File: config.mk
export PLATFORM = sky130hd
export DESIGN_NAME = block_ram_mw_ctrl
export DESIGN_NICKNAME = d
export VERILOG_FILES = /design/src/rtl/block_ram_mw_ctrl.sv
export SDC_FILE = /design/constraint.sdc
export NUM_CORES = 1
export LEC_CHECK = 0
export CAP_MARGIN = 10
export CORE_MARGIN = 4
export CORE_UTILIZATION = 39
export CTS_BUF_LIST = sky130_fd_sc_hd__clkbuf_16
export CTS_CLUSTER_DIAMETER = 100
export CTS_CLUSTER_SIZE = 40
export DETAILED_ROUTE_END_ITERATION = 6
export PLACE_DENSITY_LB_ADDON = 0.15
export SYNTH_ARGS = -nofsm -noshare
export SYNTH_HDL_FRONTEND = slang
export SYNTH_SLANG_ARGS = --single-unit
File: constraint.sdc
create_clock -name clk -period 3.18 [get_ports clk]
set_input_delay 0.636 -clock clk [delete_from_list [all_inputs] [get_ports clk]]
set_output_delay 0.636 -clock clk [all_outputs]
set_load 0.01 [all_outputs]
File: src/rtl/block_ram_mw_ctrl.sv
// Load/read controller for a block RAM holding NUM_WORDS lanes per row: a serial
// loader that fills lanes LSB-first, and a read front-end with a fixed-latency response pipe.
module block_ram_mw_ctrl #(
    parameter int unsigned DATA_WIDTH      = 8,
    parameter int unsigned DEPTH           = 64,
    parameter int unsigned NUM_WORDS       = 4,
    parameter string       OUTPUT_REGISTER = "false",
    localparam int unsigned AW             = (DEPTH > 1) ? $clog2(DEPTH) : 1
) (
    input  logic                  clk,
    input  logic                  rst_n,
    input  logic                  start,
    input  logic [DATA_WIDTH-1:0] s_data,
    input  logic                  s_valid,
    output logic                  s_ready,
    output logic [DATA_WIDTH-1:0] ram_wr_data,
    output logic [AW-1:0]         ram_wr_addr,
    output logic [NUM_WORDS-1:0]  ram_wr_en,
    input  logic                  rd_req,
    input  logic [AW-1:0]         rd_req_addr,
    output logic                  rd_req_ready,
    output logic                  ram_rd_en,
    output logic [AW-1:0]         ram_rd_addr,
    output logic                  rd_valid,
    output logic                  rd_err,
    output logic                  load_done,
    output logic                  busy
);

    localparam int unsigned LW  = (NUM_WORDS > 1) ? $clog2(NUM_WORDS) : 1;
    localparam int unsigned LAT = (OUTPUT_REGISTER == "true") ? 2 : 1;

    typedef enum logic [1:0] {
        ST_IDLE  = 2'd0,
        ST_LOAD  = 2'd1,
        ST_READY = 2'd2
    } state_t;

    state_t          state_q, state_d;
    logic [LW-1:0]   lane_q, lane_d;
    logic [AW-1:0]   row_q, row_d;
    logic            load_done_q, load_done_d;
    logic [LAT-1:0]  vld_q, vld_d;
    logic [LAT-1:0]  err_q, err_d;

    logic            load_beat_c;
    logic            last_lane_c;
    logic            last_row_c;
    logic            rd_acc_c;
    logic            rd_in_range_c;

    // Address range check collapses to constant true when DEPTH fills the address space.
    if (DEPTH == (1 << AW)) begin : g_full_range
        assign rd_in_range_c = 1'b1;
    end else begin : g_part_range
        localparam logic [AW:0] DEPTH_W = (AW+1)'(DEPTH);
        assign rd_in_range_c = ({1'b0, rd_req_addr} < DEPTH_W);
    end

    always_comb begin
        load_beat_c = s_valid && (state_q == ST_LOAD);
        last_lane_c = (lane_q == LW'(NUM_WORDS - 1));
        last_row_c  = (row_q == AW'(DEPTH - 1));
        rd_acc_c    = rd_req && (state_q == ST_READY);
    end

    // Next-state, fill counters and response pipeline.
    always_comb begin
        state_d     = state_q;
        lane_d      = lane_q;
        row_d       = row_q;
        load_done_d = load_done_q;
        vld_d       = '0;
        err_d       = '0;

        case (state_q)
            ST_IDLE, ST_READY: begin
                if (start) begin
                    state_d     = ST_LOAD;
                    lane_d      = '0;
                    row_d       = '0;
                    load_done_d = 1'b0;
                end
            end
            ST_LOAD: begin
                if (load_beat_c) begin
                    if (last_lane_c) begin
                        lane_d = '0;
                        if (last_row_c) begin
                            row_d       = '0;
                            state_d     = ST_READY;
                            load_done_d = 1'b1;
                        end else begin
                            row_d = row_q + AW'(1);
                        end
                    end else begin
                        lane_d = lane_q + LW'(1);
                    end
                end
            end
            default: begin
                state_d = ST_IDLE;
            end
        endcase

        // Responses keep flowing across a READY->LOAD transition.
        vld_d[0] = rd_acc_c && rd_in_range_c;
        err_d[0] = rd_acc_c && !rd_in_range_c;
        for (int unsigned i = 1; i < LAT; i++) begin
            vld_d[i] = vld_q[i-1];
            err_d[i] = err_q[i-1];
        end
    end

    always_ff @(posedge clk or negedge rst_n) begin
        if (!rst_n) begin
            state_q     <= ST_IDLE;
            lane_q      <= '0;
            row_q       <= '0;
            load_done_q <= 1'b0;
            vld_q       <= '0;
            err_q       <= '0;
        end else begin
            state_q     <= state_d;
            lane_q      <= lane_d;
            row_q       <= row_d;
            load_done_q <= load_done_d;
            vld_q       <= vld_d;
            err_q       <= err_d;
        end
    end

    // RAM-side strobes follow the handshakes in the same cycle.
    always_comb begin
        ram_wr_en   = '0;
        ram_wr_data = s_data;
        ram_wr_addr = row_q;
        ram_rd_en   = 1'b0;
        ram_rd_addr = '0;
        if (load_beat_c) begin
            ram_wr_en = NUM_WORDS'(1) << lane_q;
        end
        if (rd_acc_c && rd_in_range_c) begin
            ram_rd_en   = 1'b1;
            ram_rd_addr = rd_req_addr;
        end
    end

    assign s_ready      = (state_q == ST_LOAD);
    assign busy         = (state_q == ST_LOAD);
    assign rd_req_ready = (state_q == ST_READY);
    assign load_done    = load_done_q;
    assign rd_valid     = vld_q[LAT-1];
    assign rd_err       = err_q[LAT-1];

endmodule

### Yosys cells after proc, flatten, opt, wreduce, memory -nomap -nowiden

Cells that the tools add are included.
Widths: inputs -> output; s select.

* register bits after elaboration: 12
* bits of input ports: 19
* output and inout bits: 31

* reduce and logical (&&, ||, !) cells: 9
* muxes and demuxes: 22
* shift operators: 1
* $add $sub $neg: 2
* eq/ne operators: 8

Operators with widths (number)
* $mux 6: 5
* $mux 2: 7
* $pmux 6 s2: 1
* $pmux 2 s2: 2
* $reduce_and 4->1: 2
* $add 6x1->6 const B: 1
* $eq 6x6->1 const B: 1
* $ne 2x1->1 const B: 3
* $mux 1: 5
* $reduce_and 5->1: 1
* $eq 2x2->1 const B: 2
* $mux 4: 1
* $shl 1x2->4 const A: 1
* $reduce_and 3->1: 1
* $add 2x1->2 const B: 1
* $eq 2x1->1 const B: 1
* $logic_and 1x1->1: 2
* $logic_not 2->1: 1
* $ne 2x2->1 const B: 1
* $pmux 1 s2: 1
* $reduce_bool 2->1: 1
* $reduce_or 2->1: 1

### Depth between registers and ports, before layout

* word-level depth: 5
* depth in mapped cells: 6
* depth with buffers taken out: 5

### Least setup slack after synthesis

No wires, ideal clock.

* path kind: input-to-output
* start point: input port s_valid
* end point: output port ram_wr_en[3]
* path buffers: 1
* required time: 2.544 ns
* stages: 3
* slack: 1.543 ns
* arrival time: 1.001 ns
* path through: nand4b_1 -> buf_2 -> inv_1

* longest elaborated chain between the ends: 2

RTL lines
* start, declared: RTL line 14 `input logic s_valid,`
* $logic_and 1x1->1: RTL line 61 `load_beat_c = s_valid && (state_q == ST_LOAD);`
* $mux 4: RTL line 140 `if (load_beat_c) begin`
* end, declared: RTL line 18 `output logic [NUM_WORDS-1:0] ram_wr_en,`

Every way passes these cells.

### Worst setup path after layout

Same ends and word-level chain as after synthesis.

==> impl_results.md <==
- Routability cong.: about 0.83
- Ys flop type: dfrtp_1
- Syn_nets: 114
- CTS root buf: clkbuf_16
- Worst path max stage delay: ~570 ps
- Iteration count of the initial detailed-routing pass: 4
- Max H-tree Level: 1
- Buf/Inv on CP: 3
- Via count: approximately 730
- Critical path arrival: about 2000 ps
- Layout cell share with drive strength beyond 1: 0.0796
- GR Util met1: 0.148
- Slowest-stage cell, CP: clkdlybuf4s50_1
- Hold_ws: roughly 500 ps
- GR Layer Usage met3: 0.0704
- Worst path cell trace: clkdlybuf4s50_1 > nand4b_1 > inv_1 > clkdlybuf4s50_1
- Distinct cells, synth: 32
- Top Usage Layer GRT: met2
- R2R setup slack: 1520 ps
- Die ar.: approximately 0.0028 mm²
- Maximum net fanout on the critical path: 7
- I/O Buffers: 32
- CTS Hold Buffers Added: 0
- Leak: approximately 0.53 nW
- Worst setup path class: input pin to output port
- R2R Path End: ram_wr_addr[5]$_DFFE_PN0P_
- Clock slew at reported path FFs: around 40 ps
- Post-route ant nets: 0
- Number of clock sinks: 12
- Placed Cells: ~140
- Pwr dens: ~580 mW/mm²
- Finished Layout Cells: between 100 and 150
- Initial Utilization: 0.409
- Largest net degree at the start of global routing: 13
- Post-Synthesis Cells: 90
- Post-route DRC: 0
- Worst min-delay path class: register to register
- Synth Area per Inst: between 8 and 9 µm²
- CTS-repair resized insts: 0
- Final hold vios: 0
- GR Overflow Total: 0
- Async set-reset flop share out of synthesis: 1.00
- Crit. End Element: output port
- Worst-Skew Late Latency: ~240 ps
- Setup_tns: 0 ps
- Critical Path Source Type: input pin
- R2R depth: 5
- VDD IR max: between 0.0004 and 0.0005 V
- Bufs on Longest Clock Path: 2
- Max Fclk: roughly 370 MHz
- Fin. max-slew vios: 0
- Core area: approximately 0.002 mm²
- Max-cap violations: 0
- Syn Std Cell Area: between 800 and 900 µm²
- GRT Resource Usage Total: 0.134
- Post-CTS Setup Bufs: 0
- Hold Crit Start: load_done$_DFFE_PN0P_
- Slew margin rel.: 0.632
- Post-layout power: around 0.66 mW
- Hold Crit Depth: 1
- Critical path's most frequent cell: clkdlybuf4s50_1
- Post-synth EDFFs: 0
- 1st-iter DRT viols: 8
- Synth warn: 0
- Critical Path RT: ~2500 ps
- CP top delay family: buffers and inverters
- Via density per instance: roughly 5.2
- Ant. Diodes: 0
- Tightest Pin Transition: between 500 and 600 ps
- Area Overhead vs Synth: 43.3%
- Design Area, Final: around 0.0012 mm²
- First-pass GRT wire length: 2750 µm
- FF-to-FF Start: lane_q[0]$_DFFE_PN0P_
- Final period util: 0.842
- Skew final: approximately 1.8 ps
- Final setup fails: 0
- Die Y: 53.4 µm
- Num rows: 16
- Outcome: complete, no violations
- Routed WL: ~1800 µm
- CTS tree: built
- Met2 usage: 0.214
- Area after DPL: 0.00107 mm²
- Io pins: 50
- Nets: about 140
- CTS buffer count: 3
- DPL Wire Length: around 1400 µm
- Flops & latches, synth: 12
- Hold endpoint: load_done$_DFFE_PN0P_
- RSZ-0062 raised after global routing: false
- WL/cell: between 10 and 15 µm
- Initial antenna violation count: 0
- Vias in the first global route: ~700
- Sequential share of the synthesized area: 0.374
- Die X: ~53 µm
- Final worst path period need: roughly 2700 ps
## layout make-up
type	instances	area [µm²]
multi-input combinational	59	392
inverter	5	18.8
tap	27	33.8
clock inverter	1	3.75
sequential	12	300
timing repair buffer	33	328
clock buffer	3	75.1
fill	192	811
## per-layer routing
layer  wire length [µm]  up-vias
met3                191        0
li1                   -      354
met2                798       33
met4                  0        0
met5                  0        -
met1                760      347
## kinds of logic (layout without fill, tap and decap cells)
| group | count (synthesis) | after routing | synth area share |
|---|---|---|---|
| and+or+nand+nor | 36 | 36 | 0.260 |
| buffers and inverters | 19 | 42 | 0.139 |
| AOI/OAI and AO/OA | 16 | 16 | 0.132 |
| DFF | 12 | 12 | 0.374 |
| adders and majority gates | 5 | 5 | 0.0779 |
| other | 1 | 1 | 0.00467 |
| muxes | 1 | 1 | 0.0125 |
## placed cells by master (no fill, tap or decap), drive strengths merged, types with 3 or more instances in the layout
cell type	count
and3	9
clkbuf	3
clkdlybuf4s50	32
dfrtp	12
ha	5
inv	5
nand2	7
nand3	9
nor2b	3
o21ai	5
## state kept, by name (all words and copies together) (netlist names)
name,cells
state_q,2
ram_wr_addr,6
lane_q,2
rd_valid,1
load_done,1
## stage by stage
stage           util  worst slack (ps)
2_1_floorplan      -              1540
3_3_place_gp   0.547               538
3_5_place_dp   0.547               508
4_1_cts        0.587               492
5_1_grt        0.587               431
6_report       0.587               504
## cell usage after synthesis, types with 2 or more instances
library cell,count,share of area
buf_2,2,0.012
and3_1,6,0.047
a21oi_1,2,0.012
nand3_1,8,0.050
o211ai_1,2,0.019
clkbuf_1,2,0.0093
o31ai_1,2,0.019
ha_1,5,0.078
o21ai_0,4,0.025
dfrtp_1,12,0.37
and3_2,3,0.028
nor2b_1,3,0.023
buf_4,10,0.093
nand2_1,7,0.033
inv_1,5,0.023
## worst reg2reg max path, delay by kind of cell, from the launching register on
kind	cells	cell delay, ps
AOI/OAI and AO/OA	1	100
adders and majority gates	1	220
DFF	1	420
buffers and inverters	1	200
and+or+nand+nor	2	640
## power breakdown
part	internal [mW]	leakage (nW)	switching [mW]	total, mW
logic	0.113	0.340	0.0946	0.208
clock network	0.165	0.0385	0.0624	0.228
registers	0.184	0.147	0.0446	0.229
## worst max-delay path by stage
stage | slack, ps | start | endpoint | depth (start not counted)
after floorplan | 1540 | s_valid | ram_wr_en[3] | 3
after global placement | 540 | s_valid | ram_wr_en[3] | 4
after detailed placement | 510 | s_valid | ram_wr_en[3] | 4
after CTS | 490 | s_valid | ram_wr_en[3] | 4
after global routing | 430 | s_valid | ram_wr_en[3] | 4
final | 500 | s_valid | ram_wr_en[3] | 4
Power figures use the tool's default switching activity.
